$ cat src/rtl/mem_port_arbiter_pkg.sv
// Shared types and constants for the unified memory-port arbiter.
// Holds the FSM state and owner enums, the bus request bundle and default sizes.
package mem_port_arbiter_pkg;

  localparam int DATA_WIDTH       = 32;
  localparam int ADDR_WIDTH       = 32;
  localparam int STARVE_LIMIT_DEF = 4;

  typedef enum logic [1:0] {
    ARB_IDLE,
    ARB_WAIT_RSP
  } arb_state_e;

  typedef enum logic [1:0] {
    OWN_NONE,
    OWN_IF,
    OWN_MEM
  } arb_owner_e;

  // Request fields as they travel from a requester onto the memory bus.
  typedef struct packed {
    logic                      we;
    logic [DATA_WIDTH/8-1:0]   be;
    logic [ADDR_WIDTH-1:0]     addr;
    logic [DATA_WIDTH-1:0]     wdata;
  } mem_req_t;

endpackage

$ cat src/rtl/arb_starve_ctr.sv
// Saturating counter of consecutive MEM wins while IF waits.
// Clear has priority over increment; at_limit forces the next grant to IF.
module arb_starve_ctr #(
  parameter  int LIMIT = 4,
  localparam int W     = $clog2(LIMIT + 1)
) (
  input  logic clk,
  input  logic rst,
  input  logic inc,
  input  logic clr,
  output logic at_limit
);

  logic [W-1:0] cnt_reg;

  assign at_limit = (cnt_reg == W'(LIMIT));

  always_ff @(posedge clk or negedge rst) begin
    if (!rst) begin
      cnt_reg <= '0;
    end else if (clr) begin
      cnt_reg <= '0;
    end else if (inc && !at_limit) begin
      cnt_reg <= cnt_reg + 1'b1;
    end
  end

endmodule

$ cat src/rtl/mem_port_arbiter.sv
// Arbitrates one single-ported memory bus between IF fetches and MEM loads/stores.
// Optional ARB_PERF_CNT_EN adds wait/conflict/drop performance counters.
module mem_port_arbiter
  import mem_port_arbiter_pkg::*;
#(
  parameter int ADDR_W       = ADDR_WIDTH,
  parameter int DATA_W       = DATA_WIDTH,
  parameter int STARVE_LIMIT = STARVE_LIMIT_DEF
) (
  input  logic                clk,
  input  logic                rst,
  input  logic                if_req_i,
  input  logic [ADDR_W-1:0]   if_addr_i,
  input  logic                if_flush_i,
  output logic                if_gnt_o,
  output logic                if_rvalid_o,
  output logic [DATA_W-1:0]   if_rdata_o,
  input  logic                mem_req_i,
  input  logic                mem_we_i,
  input  logic [DATA_W/8-1:0] mem_be_i,
  input  logic [ADDR_W-1:0]   mem_addr_i,
  input  logic [DATA_W-1:0]   mem_wdata_i,
  output logic                mem_gnt_o,
  output logic                mem_rvalid_o,
  output logic [DATA_W-1:0]   mem_rdata_o,
  output logic                bus_req_o,
  output logic                bus_we_o,
  output logic [DATA_W/8-1:0] bus_be_o,
  output logic [ADDR_W-1:0]   bus_addr_o,
  output logic [DATA_W-1:0]   bus_wdata_o,
  input  logic                bus_gnt_i,
  input  logic                bus_rvalid_i,
  input  logic [DATA_W-1:0]   bus_rdata_i,
`ifdef ARB_PERF_CNT_EN
  output logic [31:0]         perf_if_wait_o,
  output logic [31:0]         perf_conflict_o,
  output logic [31:0]         perf_drop_o,
`endif
  output logic                busy_o
);

  arb_state_e  state_reg, state_next;
  arb_owner_e  owner_reg, owner_next, winner;
  logic        drop_reg, drop_next;
  logic        owner_we_reg, owner_we_next;
  logic        if_rvalid_reg, mem_rvalid_reg;
  logic [DATA_W-1:0] if_rdata_reg, mem_rdata_reg;
  mem_req_t    win_req;
  logic        in_idle, if_req_eff, at_limit, accept;
  logic        rsp_valid, rsp_to_if, rsp_to_mem, if_drop_evt;

  assign in_idle    = (state_reg == ARB_IDLE);
  assign if_req_eff = if_req_i && !if_flush_i;

  // Gating with rst keeps every bus-facing output low while reset is held.
  always_comb begin
    winner  = OWN_NONE;
    win_req = '0;
    if (rst && in_idle) begin
      if (mem_req_i && !(if_req_eff && at_limit)) begin
        winner  = OWN_MEM;
        win_req = '{we: mem_we_i, be: mem_be_i, addr: mem_addr_i, wdata: mem_wdata_i};
      end else if (if_req_eff) begin
        winner  = OWN_IF;
        win_req = '{we: 1'b0, be: '1, addr: if_addr_i, wdata: '0};
      end
    end
  end

  assign bus_req_o   = (winner != OWN_NONE);
  assign bus_we_o    = win_req.we;
  assign bus_be_o    = win_req.be;
  assign bus_addr_o  = win_req.addr;
  assign bus_wdata_o = win_req.wdata;
  assign if_gnt_o    = bus_gnt_i && (winner == OWN_IF);
  assign mem_gnt_o   = bus_gnt_i && (winner == OWN_MEM);
  assign accept      = bus_req_o && bus_gnt_i;
  assign busy_o      = !in_idle;

  assign rsp_valid   = !in_idle && bus_rvalid_i;
  assign rsp_to_mem  = rsp_valid && (owner_reg == OWN_MEM);
  assign rsp_to_if   = rsp_valid && (owner_reg == OWN_IF) && !(drop_reg || if_flush_i);
  assign if_drop_evt = rsp_valid && (owner_reg == OWN_IF) && (drop_reg || if_flush_i);

  arb_starve_ctr #(.LIMIT(STARVE_LIMIT)) u_starve (
    .clk      (clk),
    .rst      (rst),
    .inc      (accept && (winner == OWN_MEM) && if_req_i),
    .clr      ((in_idle && !if_req_i) || (accept && (winner == OWN_IF))),
    .at_limit (at_limit)
  );

  always_comb begin
    state_next    = state_reg;
    owner_next    = owner_reg;
    drop_next     = drop_reg;
    owner_we_next = owner_we_reg;
    case (state_reg)
      ARB_IDLE: begin
        if (accept) begin
          state_next    = ARB_WAIT_RSP;
          owner_next    = winner;
          owner_we_next = win_req.we;
          drop_next     = 1'b0;
        end
      end
      ARB_WAIT_RSP: begin
        if (bus_rvalid_i) begin
          state_next = ARB_IDLE;
          owner_next = OWN_NONE;
          drop_next  = 1'b0;
        end else if (owner_reg == OWN_IF && if_flush_i) begin
          drop_next = 1'b1;
        end
      end
      default: begin
        state_next = ARB_IDLE;
        owner_next = OWN_NONE;
        drop_next  = 1'b0;
      end
    endcase
  end

  always_ff @(posedge clk or negedge rst) begin
    if (!rst) begin
      state_reg      <= ARB_IDLE;
      owner_reg      <= OWN_NONE;
      drop_reg       <= 1'b0;
      owner_we_reg   <= 1'b0;
      if_rvalid_reg  <= 1'b0;
      mem_rvalid_reg <= 1'b0;
      if_rdata_reg   <= '0;
      mem_rdata_reg  <= '0;
    end else begin
      state_reg      <= state_next;
      owner_reg      <= owner_next;
      drop_reg       <= drop_next;
      owner_we_reg   <= owner_we_next;
      if_rvalid_reg  <= rsp_to_if;
      mem_rvalid_reg <= rsp_to_mem;
      if (rsp_to_if) if_rdata_reg <= bus_rdata_i;
      if (rsp_to_mem) mem_rdata_reg <= owner_we_reg ? '0 : bus_rdata_i;
    end
  end

  assign if_rvalid_o  = if_rvalid_reg;
  assign if_rdata_o   = if_rdata_reg;
  assign mem_rvalid_o = mem_rvalid_reg;
  assign mem_rdata_o  = mem_rdata_reg;

`ifdef ARB_PERF_CNT_EN
  logic [31:0] perf_if_wait_reg, perf_conflict_reg, perf_drop_reg;

  always_ff @(posedge clk or negedge rst) begin
    if (!rst) begin
      perf_if_wait_reg  <= '0;
      perf_conflict_reg <= '0;
      perf_drop_reg     <= '0;
    end else begin
      if (if_req_i && !if_gnt_o) perf_if_wait_reg <= perf_if_wait_reg + 32'd1;
      if (in_idle && if_req_i && mem_req_i) perf_conflict_reg <= perf_conflict_reg + 32'd1;
      if (if_drop_evt) perf_drop_reg <= perf_drop_reg + 32'd1;
    end
  end

  assign perf_if_wait_o  = perf_if_wait_reg;
  assign perf_conflict_o = perf_conflict_reg;
  assign perf_drop_o     = perf_drop_reg;
`endif

  // A response with no transaction outstanding means the memory broke protocol.
  assert property (@(posedge clk) disable iff (!rst) !(in_idle && bus_rvalid_i));

endmodule

$ cat config.mk
export PLATFORM = sky130hd
export DESIGN_NAME = mem_port_arbiter
export DESIGN_NICKNAME = d
export VERILOG_FILES = /design/src/rtl/mem_port_arbiter_pkg.sv /design/src/rtl/arb_starve_ctr.sv /design/src/rtl/mem_port_arbiter.sv
export SDC_FILE = /design/constraint.sdc
export NUM_CORES = 1
export LEC_CHECK = 0
export ABC_AREA = 0
export CAP_MARGIN = 0
export CELL_PAD_IN_SITES_DETAIL_PLACEMENT = 2
export CELL_PAD_IN_SITES_GLOBAL_PLACEMENT = 2
export CORE_MARGIN = 2
export CORE_UTILIZATION = 19
export DETAILED_ROUTE_END_ITERATION = 7
export PLACE_DENSITY = 0.92
export SLEW_MARGIN = 20
export SYNTH_ARGS = -nofsm -noshare
export SYNTH_HDL_FRONTEND = slang
export SYNTH_SLANG_ARGS = --single-unit
$ cat constraint.sdc
create_clock -name clk -period 2.4 [get_ports clk]
set_input_delay 0.24 -clock clk [delete_from_list [all_inputs] [get_ports clk]]
set_output_delay 0.24 -clock clk [all_outputs]
set_load 0.1 [all_outputs]
==> run_results.csv <==
group,metric,value,unit
status,status,"finished clean",
clocking,cts_buffer_depth,2,
route,post_drt_wl_per_cell,22.87,um
cells_and_area,final_net_count,773,
global_route,antenna_found_initial,3,
yosys,synth_seq_cells,74,
die,ios,279,
cells_and_area,fill_cells,1923,
cells_and_area,final_core_util,0.4268,
yosys,synth_adder_area_share,0.006570,
setup_path,cp_top_family,"flip-flops",
sta,finalHoldViolCount,0,
die,rows,51,
die,initial_core_util,0.1944,
yosys,synth_enable_flop_cells,0,
yosys,synth_top_family_by_area,"simple AND/OR/NAND/NOR gates",
yosys,synth-simple-area-share,0.1800,
cells_and_area,final_cell_mix,"138 x clkdlybuf4s50_1, 81 x buf_4, 75 x buf_12, 73 x dfrtp_1, 34 x nand2_1",
route,drtPass1Iterations,4,
setup_path,cpMostUsedCell,"buf_12",
clocking,cts_sinks,74,
job,drv_cap,0,
cells_and_area,multiInputGateArea,2143,um^2
route,drcViolationCount,0,
die,die_w,145.6,um
yosys,synth_nets,487,
route,routed_wirelength,20.65,mm
global_route,grt_max_degree,66,
yosys,synth-compound-area-share,0.1547,
route,routed_via_density,4.361,
global_route,gr-usage-all-layers,0.1928,
place,port_buffers,278,
sta,setup_ws,0.08771,ns
setup_path,worst-setup-path-type,"reg2out",
yosys,synth_xor_area_frac,0,
clocking,cts_tree,"built",
yosys,yosys.cell_types.count,37,
min_path,hold_class,"reg2reg",
yosys,syn-cell-area,3809,um^2
setup_path,slowest_stage,"dfrtp_4",
global_route,grt_pass1_vias,4734,
sta,drv_slew,0,
yosys,avgSynthCellArea,11.04,um^2
die,core_area,19590,um^2
clocking,htreeDepth,3,
pwr,leakage,3.897,nW
sta,fin_crit,2.312,ns
sta,period_share,0.9635,
route,vias,3938,
sta,max_clock_freq,0.4325,GHz
setup_path,cpPeakStageDelay,0.56,ns
yosys,synth_flop_cell,"dfrtp_1",
sta,worst_slew_pin_slew,1.072,ns
route,final_antenna_net_count,0,
cells_and_area,final_common_cell,"clkdlybuf4s50_1",
cells_and_area,drive_gt1_frac,0.4591,
clocking,cts_buffers,9,
clocking,clock_latency,0.34,ns
place,dpl_worst_slack,0.1091,ns
setup_path,worstPathCellList,"nand4bb_1 -> nor2_4 -> buf_12 -> a22o_2 -> buf_12",
pwr,irDropWorstVdd,301.6,uV
sta,finalSetupViolations,0,
global_route,grt_pass1_wl,30.90,mm
route,drt_iter0_markers,141,
yosys,ys.warnings.count,0,
setup_path,worst_ep_arrival_time,2.07,ns
clocking,clock-root-buffer,"clkbuf_16",
setup_path,cp.required,2.16,ns
clocking,path_clk_slew,0.07,ns
cells_and_area,syn2layout_area_growth,119.5,%
pwr,power_density,1006,nW/um^2
yosys,synthCells,345,
yosys,async_flop_share,1.000,
setup_path,cp-end-kind,"primary output",
sta,relSlewSlack,0.2853,
yosys,synth.yosys.seq_area_share,0.4862,
die,die_h,145.6,um
yosys,synthMuxAreaShare,0.1232,
place,globalplace.congestion,0.7913,
place,dpl.hpwl,15.83,mm
setup_path,path_buf_inv,2,
global_route,grt_overflow,0,
setup_path,critPathLaunchType,"flip-flop",
cells_and_area,seqCellArea,1856,um^2
sta,fin_skew,0.009056,ns
setup_path,cp_max_fo,32,
die,dieArea,21190,um^2
==> cells by family (layout without fill, tap and decap cells) <==
family | Yosys count | in the layout
simple gates | 121 | 121
compound gates | 84 | 84
flops | 74 | 74
mux | 32 | 32
buf+inv | 32 | 323
fa+ha+maj | 2 | 2
other cells | 0 | 2
==> routing by layer <==
metal | up-vias | part of all wire | wire (um) | GRT usage
met1 | 1975 | 0.34 | 7070 | 0.1948
li1 | 1771 | - | - | -
met4 | 0 | 0.018 | 375 | 0.05294
met5 | - | 0 | 0 | 0
met3 | 23 | 0.067 | 1391 | 0.05611
met2 | 169 | 0.57 | 11810 | 0.3815
==> tightest hold or removal path: cells and delay by family (launching register included) <==
kind / cells / cell delay, ns
and+or+nand+nor: 1 / 0.05
DFF: 1 / 0.34
AOI/OAI and AO/OA: 1 / 0.06
==> layout make-up <==
type                       count  area share
antenna                        2   0.0005986
clock buffer                   9     0.02694
clock inverter                 7     0.01781
inverter                       6    0.002694
multi-input combinational    239      0.2564
sequential                    74      0.2219
tap                          265     0.03966
timing repair buffer         301      0.4340
==> path summary, 6_finish.rpt <==
path | startpoint | end | slack (ns) | cells past startpoint
worst max register to register | state_reg[0]$_DFFE_PN0P_ | if_rdata_o[3]$_DFFE_PN0P_ | 0.41 | 4
worst min register to register | mem_rdata_o[17]$_DFFE_PN0P_ | mem_rdata_o[17]$_DFFE_PN0P_ | 0.48 | 2
min in group asynchronous | rst | u_starve.cnt_reg[1]$_DFFE_PN0P_ | 0.59 | 3
worst max-delay path | state_reg[0]$_DFFE_PN0P_ | bus_addr_o[1] | 0.09 | 5
max in group asynchronous | rst | state_reg[0]$_DFFE_PN0P_ | 1.39 | 3
worst min-delay path | mem_rdata_o[17]$_DFFE_PN0P_ | mem_rdata_o[17]$_DFFE_PN0P_ | 0.48 | 2
==> cell usage after synthesis, drive strengths merged, types with 2 or more instances <==
cell     n  area share
o31ai    3      0.0059
o21ai   33       0.043
a22o    32       0.074
clkbuf  18       0.018
nand2   36       0.037
and2    36       0.059
ha       2      0.0066
nand4    3      0.0049
nand2b  33       0.054
a32o     2      0.0053
mux2    32        0.12
a31o     2      0.0046
dfrtp   74        0.49
a21oi    4      0.0053
o21a     4      0.0079
buf      8       0.026
inv      6      0.0059
nor2b    2      0.0033
==> power breakdown <==
group	switching, mW	internal, mW
clock network	0.583	1.13
logic	3.61	1.23
registers	0.265	1.59
total	4.45	3.95
==> repair_timing <==
item / in CTS / in global routing
pin swaps: 1 / 1
hold buffers: 1 / 0
setup endpoints to repair: 62 / 62
buffers inserted: 3 / 2
cloned: 2 / 2
hold endpoints to repair: 4 / 0
resized for setup: 3 / 6
==> metrics by stage <==
stage	hold WS (ns)	TNS, ns	area [um^2]	power (mW)	instances
3_5_place_dp	0.3676	0	7815	6.694	875
6_report	0.4846	0	8361	8.407	903
5_1_grt	0.5218	-0.001017	8361	8.693	903
3_3_place_gp	0.3536	0	7815	6.534	875
4_1_cts	0.4887	0	8278	8.481	897
2_1_floorplan	-0.05559	0	4169	5.234	345
No activity file was read; power rests on OpenSTA's default activity.
